<file path="src/rtl/band_acc_pkg.sv">
// Shared helpers for the band energy accumulator: bin reversal and band bounds.
// Band upper bounds are exclusive (first bin past the band).
package band_acc_pkg;

    function automatic logic [31:0] bitrev(input logic [31:0] v, input int w);
        logic [31:0] r;
        r = '0;
        for (int i = 0; i < w; i++) begin
            r[i] = v[w-1-i];
        end
        return r;
    endfunction

    function automatic int band_lo(input int k, input int start, input int step);
        return start + k * step;
    endfunction

    function automatic int band_hi(input int k, input int start, input int step, input int len);
        return start + k * step + len;
    endfunction

    function automatic int span_hi(input int nb, input int start, input int step, input int len);
        return start + (nb - 1) * step + len;
    endfunction

endpackage

</file>
<file path="src/rtl/band_acc_lane.sv">
// One frame accumulator lane; exposes the value it will hold after this edge.
// With BAND_ACC_SAT_EN the lane saturates and keeps a sticky overflow flag.
module band_acc_lane
    import band_acc_pkg::*;
#(
    parameter int ACC_W = 31
) (
    input  logic             clk,
    input  logic             rst,
    input  logic             i_clr,
    input  logic             i_done,
    input  logic             i_add,
    input  logic [ACC_W-1:0] i_din,
`ifdef BAND_ACC_SAT_EN
    output logic             o_ovf_next,
`endif
    output logic [ACC_W-1:0] o_sum_next
);

    logic [ACC_W-1:0] r_acc;
    logic [ACC_W-1:0] w_sum;

`ifdef BAND_ACC_SAT_EN
    logic [ACC_W:0] w_wide;
    logic           r_ovf;

    assign w_wide     = {1'b0, r_acc} + {1'b0, i_din};
    assign w_sum      = w_wide[ACC_W] ? '1 : w_wide[ACC_W-1:0];
    assign o_ovf_next = r_ovf | (i_add & w_wide[ACC_W]);

    always_ff @(posedge clk) begin
        if (rst || i_clr || i_done) begin
            r_ovf <= 1'b0;
        end else begin
            r_ovf <= o_ovf_next;
        end
    end
`else
    assign w_sum = r_acc + i_din;
`endif

    assign o_sum_next = i_add ? w_sum : r_acc;

    // Frame end restarts from zero on the same edge the final sum is published.
    always_ff @(posedge clk) begin
        if (rst || i_clr || i_done) begin
            r_acc <= '0;
        end else begin
            r_acc <= o_sum_next;
        end
    end

endmodule

</file>
<file path="src/rtl/band_energy_accumulator.sv">
// Per-frame band energy accumulator over a (optionally bit-reversed) bin stream.
// Define BAND_ACC_SAT_EN for saturating lanes and the ovf output.
module band_energy_accumulator
    import band_acc_pkg::*;
#(
    parameter int DATA_W      = 31,
    parameter int ACC_W       = 31,
    parameter int FRAME_LEN   = 128,
    parameter int NUM_BANDS   = 11,
    parameter int BAND_START  = 0,
    parameter int BAND_STEP   = 1,
    parameter int BAND_LEN    = 3,
    parameter int BIT_REVERSE = 1
) (
    input  logic                       clk,
    input  logic                       rst,
    input  logic [DATA_W-1:0]          din,
    input  logic                       in_en,
    input  logic                       frame_rst,
    output logic [NUM_BANDS*ACC_W-1:0] band_out,
    output logic [ACC_W-1:0]           total_out,
`ifdef BAND_ACC_SAT_EN
    output logic [NUM_BANDS:0]         ovf,
`endif
    output logic                       out_valid
);

    localparam int IDX_W = $clog2(FRAME_LEN);
    localparam logic [IDX_W-1:0] LAST_IDX = IDX_W'(FRAME_LEN - 1);
    localparam int SPAN_HI = span_hi(NUM_BANDS, BAND_START, BAND_STEP, BAND_LEN);

    if (SPAN_HI > FRAME_LEN) begin : g_bad_span
        $error("band_energy_accumulator: highest bin %0d not below FRAME_LEN %0d",
               SPAN_HI - 1, FRAME_LEN);
    end

    logic [DATA_W-1:0]          r_din_q;
    logic                       r_in_en_q;
    logic [IDX_W-1:0]           r_idx;
    logic [IDX_W-1:0]           w_bin;
    logic [ACC_W-1:0]           w_din;
    logic                       w_done;
    logic [NUM_BANDS:0]         w_hit;
    logic [ACC_W-1:0]           w_sum_next [NUM_BANDS+1];
    logic [NUM_BANDS*ACC_W-1:0] r_band_out;
    logic [ACC_W-1:0]           r_total_out;
    logic                       r_out_valid;

    always_ff @(posedge clk) begin
        if (rst || frame_rst) begin
            r_din_q   <= '0;
            r_in_en_q <= 1'b0;
            r_idx     <= '0;
        end else begin
            r_din_q   <= din;
            r_in_en_q <= in_en;
            if (r_in_en_q) begin
                r_idx <= (r_idx == LAST_IDX) ? '0 : r_idx + 1'b1;
            end
        end
    end

    if (BIT_REVERSE != 0) begin : g_bitrev
        assign w_bin = IDX_W'(bitrev(32'(r_idx), IDX_W));
    end else begin : g_linear
        assign w_bin = r_idx;
    end

    assign w_din  = ACC_W'(r_din_q);
    // A coincident frame_rst wins over the frame end and suppresses the pulse.
    assign w_done = r_in_en_q && (r_idx == LAST_IDX) && !frame_rst;

`ifdef BAND_ACC_SAT_EN
    logic [NUM_BANDS:0] w_ovf_next;
    logic [NUM_BANDS:0] r_ovf;
`endif

    // Lanes 0..NUM_BANDS-1 are bands; lane NUM_BANDS is the total over the span.
    for (genvar gi = 0; gi <= NUM_BANDS; gi++) begin : g_lane
        localparam logic [31:0] LO = 32'((gi < NUM_BANDS) ?
            band_lo(gi, BAND_START, BAND_STEP) : BAND_START);
        localparam logic [31:0] HI = 32'((gi < NUM_BANDS) ?
            band_hi(gi, BAND_START, BAND_STEP, BAND_LEN) : SPAN_HI);

        assign w_hit[gi] = (32'(w_bin) >= LO) && (32'(w_bin) < HI);

        band_acc_lane #(
            .ACC_W (ACC_W)
        ) u_lane (
            .clk        (clk),
            .rst        (rst),
            .i_clr      (frame_rst),
            .i_done     (w_done),
            .i_add      (r_in_en_q && w_hit[gi]),
            .i_din      (w_din),
`ifdef BAND_ACC_SAT_EN
            .o_ovf_next (w_ovf_next[gi]),
`endif
            .o_sum_next (w_sum_next[gi])
        );
    end

    always_ff @(posedge clk) begin
        if (rst) begin
            r_band_out  <= '0;
            r_total_out <= '0;
            r_out_valid <= 1'b0;
`ifdef BAND_ACC_SAT_EN
            r_ovf       <= '0;
`endif
        end else begin
            r_out_valid <= w_done;
            if (w_done) begin
                for (int k = 0; k < NUM_BANDS; k++) begin
                    r_band_out[k*ACC_W +: ACC_W] <= w_sum_next[k];
                end
                r_total_out <= w_sum_next[NUM_BANDS];
`ifdef BAND_ACC_SAT_EN
                r_ovf       <= w_ovf_next;
`endif
            end
        end
    end

    assign band_out  = r_band_out;
    assign total_out = r_total_out;
    assign out_valid = r_out_valid;
`ifdef BAND_ACC_SAT_EN
    assign ovf       = r_ovf;
`endif

endmodule

</file>
<file path="config.mk">
export PLATFORM = sky130hd
export DESIGN_NAME = band_energy_accumulator
export DESIGN_NICKNAME = d
export VERILOG_FILES = /design/src/rtl/band_acc_pkg.sv /design/src/rtl/band_acc_lane.sv /design/src/rtl/band_energy_accumulator.sv
export SDC_FILE = /design/constraint.sdc
export NUM_CORES = 2
export LEC_CHECK = 0
export ABC_AREA = 1
export BUFFER_PORTS_ARGS = -buffer_cell sky130_fd_sc_hd__buf_2
export CAP_MARGIN = 20
export CELL_PAD_IN_SITES_DETAIL_PLACEMENT = 1
export CELL_PAD_IN_SITES_GLOBAL_PLACEMENT = 1
export CORE_ASPECT_RATIO = 0.5
export CORE_MARGIN = 10
export CORE_UTILIZATION = 40
export DETAILED_ROUTE_END_ITERATION = 16
export MAX_ROUTING_LAYER = met4
export PLACE_DENSITY = 0.78
export SLEW_MARGIN = 20
export SYNTH_ARGS = -nofsm -noshare
export SYNTH_HDL_FRONTEND = slang
export SYNTH_SLANG_ARGS = --single-unit
export TNS_END_PERCENT = 100
</file>
<file path="constraint.sdc">
create_clock -name clk -period 7.55 [get_ports clk]
set_input_delay 0.3775 -clock clk [delete_from_list [all_inputs] [get_ports clk]]
set_output_delay 0.3775 -clock clk [all_outputs]
set_load 0.01 [all_outputs]
</file>
# Word level (Yosys, flattened, before mapping)
# Cells that the tools add are included.
[word_totals]
regBits = 784
[op_classes]
muxes = 13
addsub = 13
n_eq_ne = 1
order_cmp = 21
reduce_logical = 27
[op_table]
columns = ["operator", "n"]
rows = [
  ["$add 31x31->31", 12],
  ["$mux 31", 12],
  ["$lt 7x4->1 const B", 6],
  ["$ge 7x3->1 const B", 4],
  ["$lt 7x3->1 const B", 4],
  ["$logic_and 1x1->1", 24],
  ["$ge 7x4->1 const B", 3],
  ["$ge 7x2->1 const B", 2],
  ["$add 7x1->7 const B", 1],
  ["$eq 7x7->1 const B", 1],
  ["$ge 7x1->1 const B", 1],
  ["$lt 7x2->1 const B", 1],
  ["$mux 7", 1],
  ["$logic_or 1x1->1", 2],
  ["$logic_not 1->1", 1],
]

# Longest topological paths before layout
[logic_depth]
depth_word = 4
depth_mapped = 17
depth_no_buf = 17

# Hierarchy
# Synthesis repeated with hierarchy kept, for this count alone.
[unflattened]
cells_unflattened = 11189
area_unflattened_um2 = 63554.7
[modules_own_cells]
columns = ["module", "n_inst", "area_each_um2", "cells_each"]
rows = [
  ["band_energy_accumulator", 1, 20567.2, 3365],
  ["band_acc_lane at g_lane[11].u_lane ...", 5, 3593.4, 649],
  ["band_acc_lane at g_lane[5].u_lane ...", 5, 3583.4, 657],
  ["band_acc_lane at g_lane[10].u_lane", 1, 3584.7, 649],
  ["band_acc_lane at g_lane[0].u_lane", 1, 3518.4, 645],
]

# Worst setup path after synthesis
# OpenSTA, ideal clock, no wires.
[synth_path]
kind = "reg-to-reg"
from = "register r_din_q[1]"
to = "register r_band_out[84] (netlist: band_out[84])"
path_buffers = 0
path_stages_with_launch = 17
path_slack_ns = 5.039
required_time_ns = 7.441
arrival_ns = 2.402
path_cell_list = "dfxtp_1 inv_1 fa_1 inv_1 nand3_1 nand2_1 nand2_1 nand2_1 nand2_1 nand2_1 nand2_1 nand2_1 nand2_1 nand3_1 nand3_1 nand2_1 inv_1"
[synth_via]
elab_chain_cells = 2
[synth_rtl]
columns = ["element", "line_no", "text"]
rows = [
  ["from (decl)", "band_energy_accumulator.sv:37", "logic [DATA_W-1:0] r_din_q;"],
  ["from (signal assigned)", "band_energy_accumulator.sv:55", "r_din_q <= din;"],
  ["$add 31x31->31", "band_acc_lane.sv:39", "assign w_sum = r_acc + i_din;"],
  ["$mux 31", "band_acc_lane.sv:42", "assign o_sum_next = i_add ? w_sum : r_acc;"],
  ["to (signal, indexed assignment)", "band_energy_accumulator.sv:115", "r_band_out[k*ACC_W +: ACC_W] <= w_sum_next[k];"],
  ["to (decl)", "band_energy_accumulator.sv:45", "logic [NUM_BANDS*ACC_W-1:0] r_band_out;"],
]
# Every way passes these cells.
# A chain may end at the register's enable or synchronous reset.

# Final worst setup path
[layout_path]
from = "register r_idx[4]"
to = "register r_total_out[11] (netlist: total_out[11])"
[layout_via]
elab_chain_cells = 3
elab_cells_between_ends = 6
[layout_rtl]
columns = ["element", "line_no", "text"]
rows = [
  ["from (decl)", "band_energy_accumulator.sv:39", "logic [IDX_W-1:0] r_idx;"],
  ["from (signal assigned)", "band_energy_accumulator.sv:58", "r_idx <= (r_idx == LAST_IDX) ? '0 : r_idx + 1'b1;"],
  ["$lt 7x4->1 / $eq 7x7->1 (equally long branches)", "band_energy_accumulator.sv:85, band_energy_accumulator.sv:71", ""],
  ["$logic_and 1x1->1 (on tied branches)", "band_energy_accumulator.sv:94, band_energy_accumulator.sv:71", ""],
  ["$mux 31 / $logic_and 1x1->1 (equally long branches)", "band_acc_lane.sv:42, band_energy_accumulator.sv:71", ""],
  ["to (signal assigned)", "band_energy_accumulator.sv:117", "r_total_out <= w_sum_next[NUM_BANDS];"],
  ["to (decl)", "band_energy_accumulator.sv:46", "logic [ACC_W-1:0] r_total_out;"],
]
# Parallel ways exist; a longest one is shown, timed or not.

==> key figures <==
Route
  • Routed len/inst: 19.6 um
  • # DRC: 0
  • Via-to-Cell Ratio: ~5.1
  • Number of nets still failing antenna checks after routing: 0
  • Routed WL: 228000 um
  • TritonRoute pass-1 iters: 5
  • Vias post-DR: around 60000
  • Initial DRC count: 4063

CTS
  • CTS H-tree lvls: 3
  • CTS Sinks: between 700 and 800
  • CTS Buffer Depth: 3
  • Worst skew pair latency: 0.69 ns
  • CTS buffer count: between 80 and 90
  • Clock-pin slew on the worst setup and hold paths: about 0.070 ns
  • CTS root buf: clkbuf_16
  • CTS tree: done

Placement
  • Final Wtd Congestion: ~0.94
  • Final HPWL DP: 167000 um
  • Placed Cells incl. Taps: between 10000 and 15000
  • IO Port Bufs: 407

STA
  • Hold Violations, Final: 0
  • Endpoints failing setup: 0
  • Pins over their slew limit: 0
  • Slew headroom: between 10% and 20%
  • Final Skew: roughly 0.026 ns
  • RSZ-0062 raised after global routing: no
  • Final worst-path cycle share: between 40% and 50%
  • Maximum clock rate: about 0.27 GHz
  • Worst-margin pin slew: around 1.2 ns
  • Fin Setup TNS: 0 ns
  • Minimum clock period: around 3.7 ns

Critical path
  • Crit path launch type: flip-flop
  • Highest cell delay on the worst timing path: around 0.65 ns
  • Reg-to-reg slack, setup: between 3 and 4 ns
  • Critical-path cell list: inv_2 -> nor2_2 -> nand3b_4 -> nor2_4 -> buf_4 -> buf_4 -> o21ai_0 -> o21bai_1 -> inv_1
  • Crit path max fanout: 67
  • Register-to-Register Path Depth: 9
  • Slowest CP cell: buf_4
  • Data required, critical path: 8.18 ns
  • Worst reg2reg endpoint: total_out[11]$_SDFFE_PP0P_
  • Reg2Reg Launch Point: r_idx[4]$_SDFFE_PP0P_
  • Type of the worst setup path: reg2reg
  • Critical Path End Type: flip-flop
  • CP startpoint: r_idx[4]$_SDFFE_PP0P_
  • Cell mode on critical path: buf_4
  • Arr. time, crit path: about 4.4 ns

Global route
  • Initial antenna violation count: 22
  • Vias in the first global route: between 50000 and 60000
  • Pin count of the biggest net entering global routing: between 200 and 250
  • First-pass GRT wire length: between 300000 and 400000 um
  • Grt ovf: 0
  • Global-route usage over all layers: between 20% and 30%

Layout
  • Ant. Diodes: 0
  • Final Non-Filler Cells: about 12000
  • Layout overhead on the synthesized area: 12.0%
  • Fillers: 19300
  • Reg area: between 15000 and 20000 um^2
  • Layout Utilization: around 45%
  • Nets: slightly above 10000
  • Share of cells above drive strength 1: 7.16%
  • Area of the multi-input gates: 33000 um^2

Power
  • P_leak: between 0.03 and 0.04 uW
  • Worst vdd rail ir drop: between 0.1 and 0.15 mV
  • PD cells: 143 nW/um^2

Synth
  • Syn Inst Count: around 9400
  • Mapped Nets: between 9000 and 10000
  • Main combinational cell family by area after synthesis: simple AND/OR/NAND/NOR gates
  • Post-synthesis mux area share: 0.354%
  • Complex-gate fraction of the synthesized area: between 10% and 20%
  • Post-Synth Simple-Gate Area: between 30% and 40%
  • Synthesis-stage register bit count: 784
  • Post-synthesis xor/xnor area fraction: around 2.2%
  • Post-synthesis adder-cell area fraction: 8.46%
  • Synth Cell Area: between 50000 and 60000 um^2
  • Mean Syn Cell Area: roughly 6.0 um^2
  • Yosys warns: 0
  • Synth unique cells: around 50
  • Seq/Total Area, Yosys: between 20% and 30%

Die
  • Io pins: around 410
  • Starting Density: ~40%
  • Core Region: between 100000 and 150000 um^2
  • Row count: 97
  • Chip height: 286 um
  • Die ar.: 158000 um^2
  • Die width: between 500 and 600 um

Hold path
  • Hold path startpoint: frame_rst
  • Hold Path Depth: 4
  • Worst min-delay path class: in2reg
  • Hold path endpoint: r_idx[4]$_SDFFE_PP0P_

Status
  • Outcome: complete, no violations

Run
  • Max-Cap Viols: 0
[layout by cell type, fill, tap and decap left out, types with 33 or more instances in the layout]
cell,synthesis,final
nand2_1,3233,3232
inv_1,1788,1785
nand3_1,786,786
dfxtp_1,784,753
nor2_1,653,653
a21oi_1,523,523
buf_2,120,407
ha_1,363,363
o21a_1,233,233
o21ai_0,153,153
o21bai_1,92,92
xor2_1,92,92
clkbuf_16,0,83
o211ai_1,73,73
nand3b_1,56,56
xnor2_1,48,48
or2_2,34,34
nor3_1,33,33
[synth_stat cells, drive strengths merged]
cell type  number  area share [%]
and3           15            0.17
nor2          660             4.5
a31oi           2           0.049
o211ai         73            0.97
nand4          32            0.35
xnor2          48            0.74
or2            48            0.53
nand2        3246              22
dfxtp         784              28
inv          1804              12
a21o            6           0.080
a21oi         525             4.7
nor3b           1           0.013
clkbuf         76            0.50
o22ai           5           0.055
a211oi          1           0.013
and2           25            0.28
buf           157             1.5
o21a          233             3.1
nand3b         57            0.78
mux2i          20            0.35
o21ai         167             1.5
o21bai         92             1.2
ha            363             8.0
clkinv          1          0.0066
nor3           34            0.31
fa             12            0.42
xor2           92             1.4
nand3         795             7.1
[per-layer routing]
layer / up-vias / GRT usage (%) / wire length, um
li1: 29700 / - / -
met1: 28600 / 36.1 / 101000
met2: 1253 / 47.8 / 106000
met3: 314 / 3.18 / 12200
met4: 0 / 9.12 / 8410
met5: - / - / 0
[stage by stage]
| step | hold slack, ns | setup slack (ns) | instance area (um^2) | power [uW] |
|---|---|---|---|---|
| finish | 0.257 | 3.82 | 63300 | 9060 |
| floorplan | 0.469 | 5.04 | 56500 | 4550 |
| global placement | 0.478 | 4.03 | 60200 | 4760 |
| detailed placement | 0.485 | 3.91 | 60200 | 4770 |
| CTS | 0.201 | 3.88 | 63300 | 9130 |
| global route | 0.222 | 3.55 | 63300 | 9350 |
[state kept, by name, indices dropped and copies added, names as in the netlist]
signal / count
r_in_en_q: 1
total_out: 31
r_din_q: 31
out_valid: 1
r_idx: 7
g_lane.u_lane.r_acc: 372
band_out: 341
[what timing repair did]
action                                 4_1_cts  5_1_grt
endpoints found under the hold margin       32        0
hold buffers                                32        0
gates resized for setup                      0        0
buffers inserted                             0        0
[worst max-delay path by stage]
stage / slack (ns) / cells after the start / endpoint
after global routing: 3.55 / 9 / total_out[11]$_SDFFE_PP0P_
after detailed placement: 3.91 / 15 / band_out[311]$_SDFFE_PP0P_
after global placement: 4.03 / 9 / total_out[11]$_SDFFE_PP0P_
after floorplan: 5.04 / 16 / band_out[84]$_SDFFE_PP0P_
final: 3.82 / 9 / total_out[11]$_SDFFE_PP0P_
after CTS: 3.88 / 15 / band_out[311]$_SDFFE_PP0P_
[area by class of cell]
cell class / instances / share of cell area, %
clock buffers: 105 / 3.58
clock inverters: 40 / 0.773
inverters: 1805 / 10.7
multi-input cells: 6552 / 52.0
flip-flops and latches: 784 / 24.8
well taps: 1881 / 3.72
repair buffers: 478 / 4.33
[critical path: cells and delay by family (launching register included)]
family,cells,cell delay [ns]
compound gates,2,0.40
simple gates,3,1.23
buf+inv,4,1.46
flops,1,0.54
[power breakdown]
| group | internal, uW | leakage, uW | total, uW | switching (uW) |
|---|---|---|---|---|
| clock | 2440 | 0.00135 | 4370 | 1920 |
| combinational | 141 | 0.0283 | 501 | 360 |
| sequential | 4150 | 0.00633 | 4200 | 50.2 |
| total | 6730 | 0.0360 | 9060 | 2330 |
[logic make-up (layout without fill, tap and decap cells)]
family | after synthesis | after routing
flip-flops | 784 | 784
adder cells (fa/ha/maj) | 375 | 375
buffers and inverters | 2038 | 2428
multiplexers | 20 | 20
AO/OA/AOI/OAI | 1104 | 1104
XOR/XNOR | 140 | 140
AND/OR/NAND/NOR | 4913 | 4913
(Power assumes the default switching activity.)
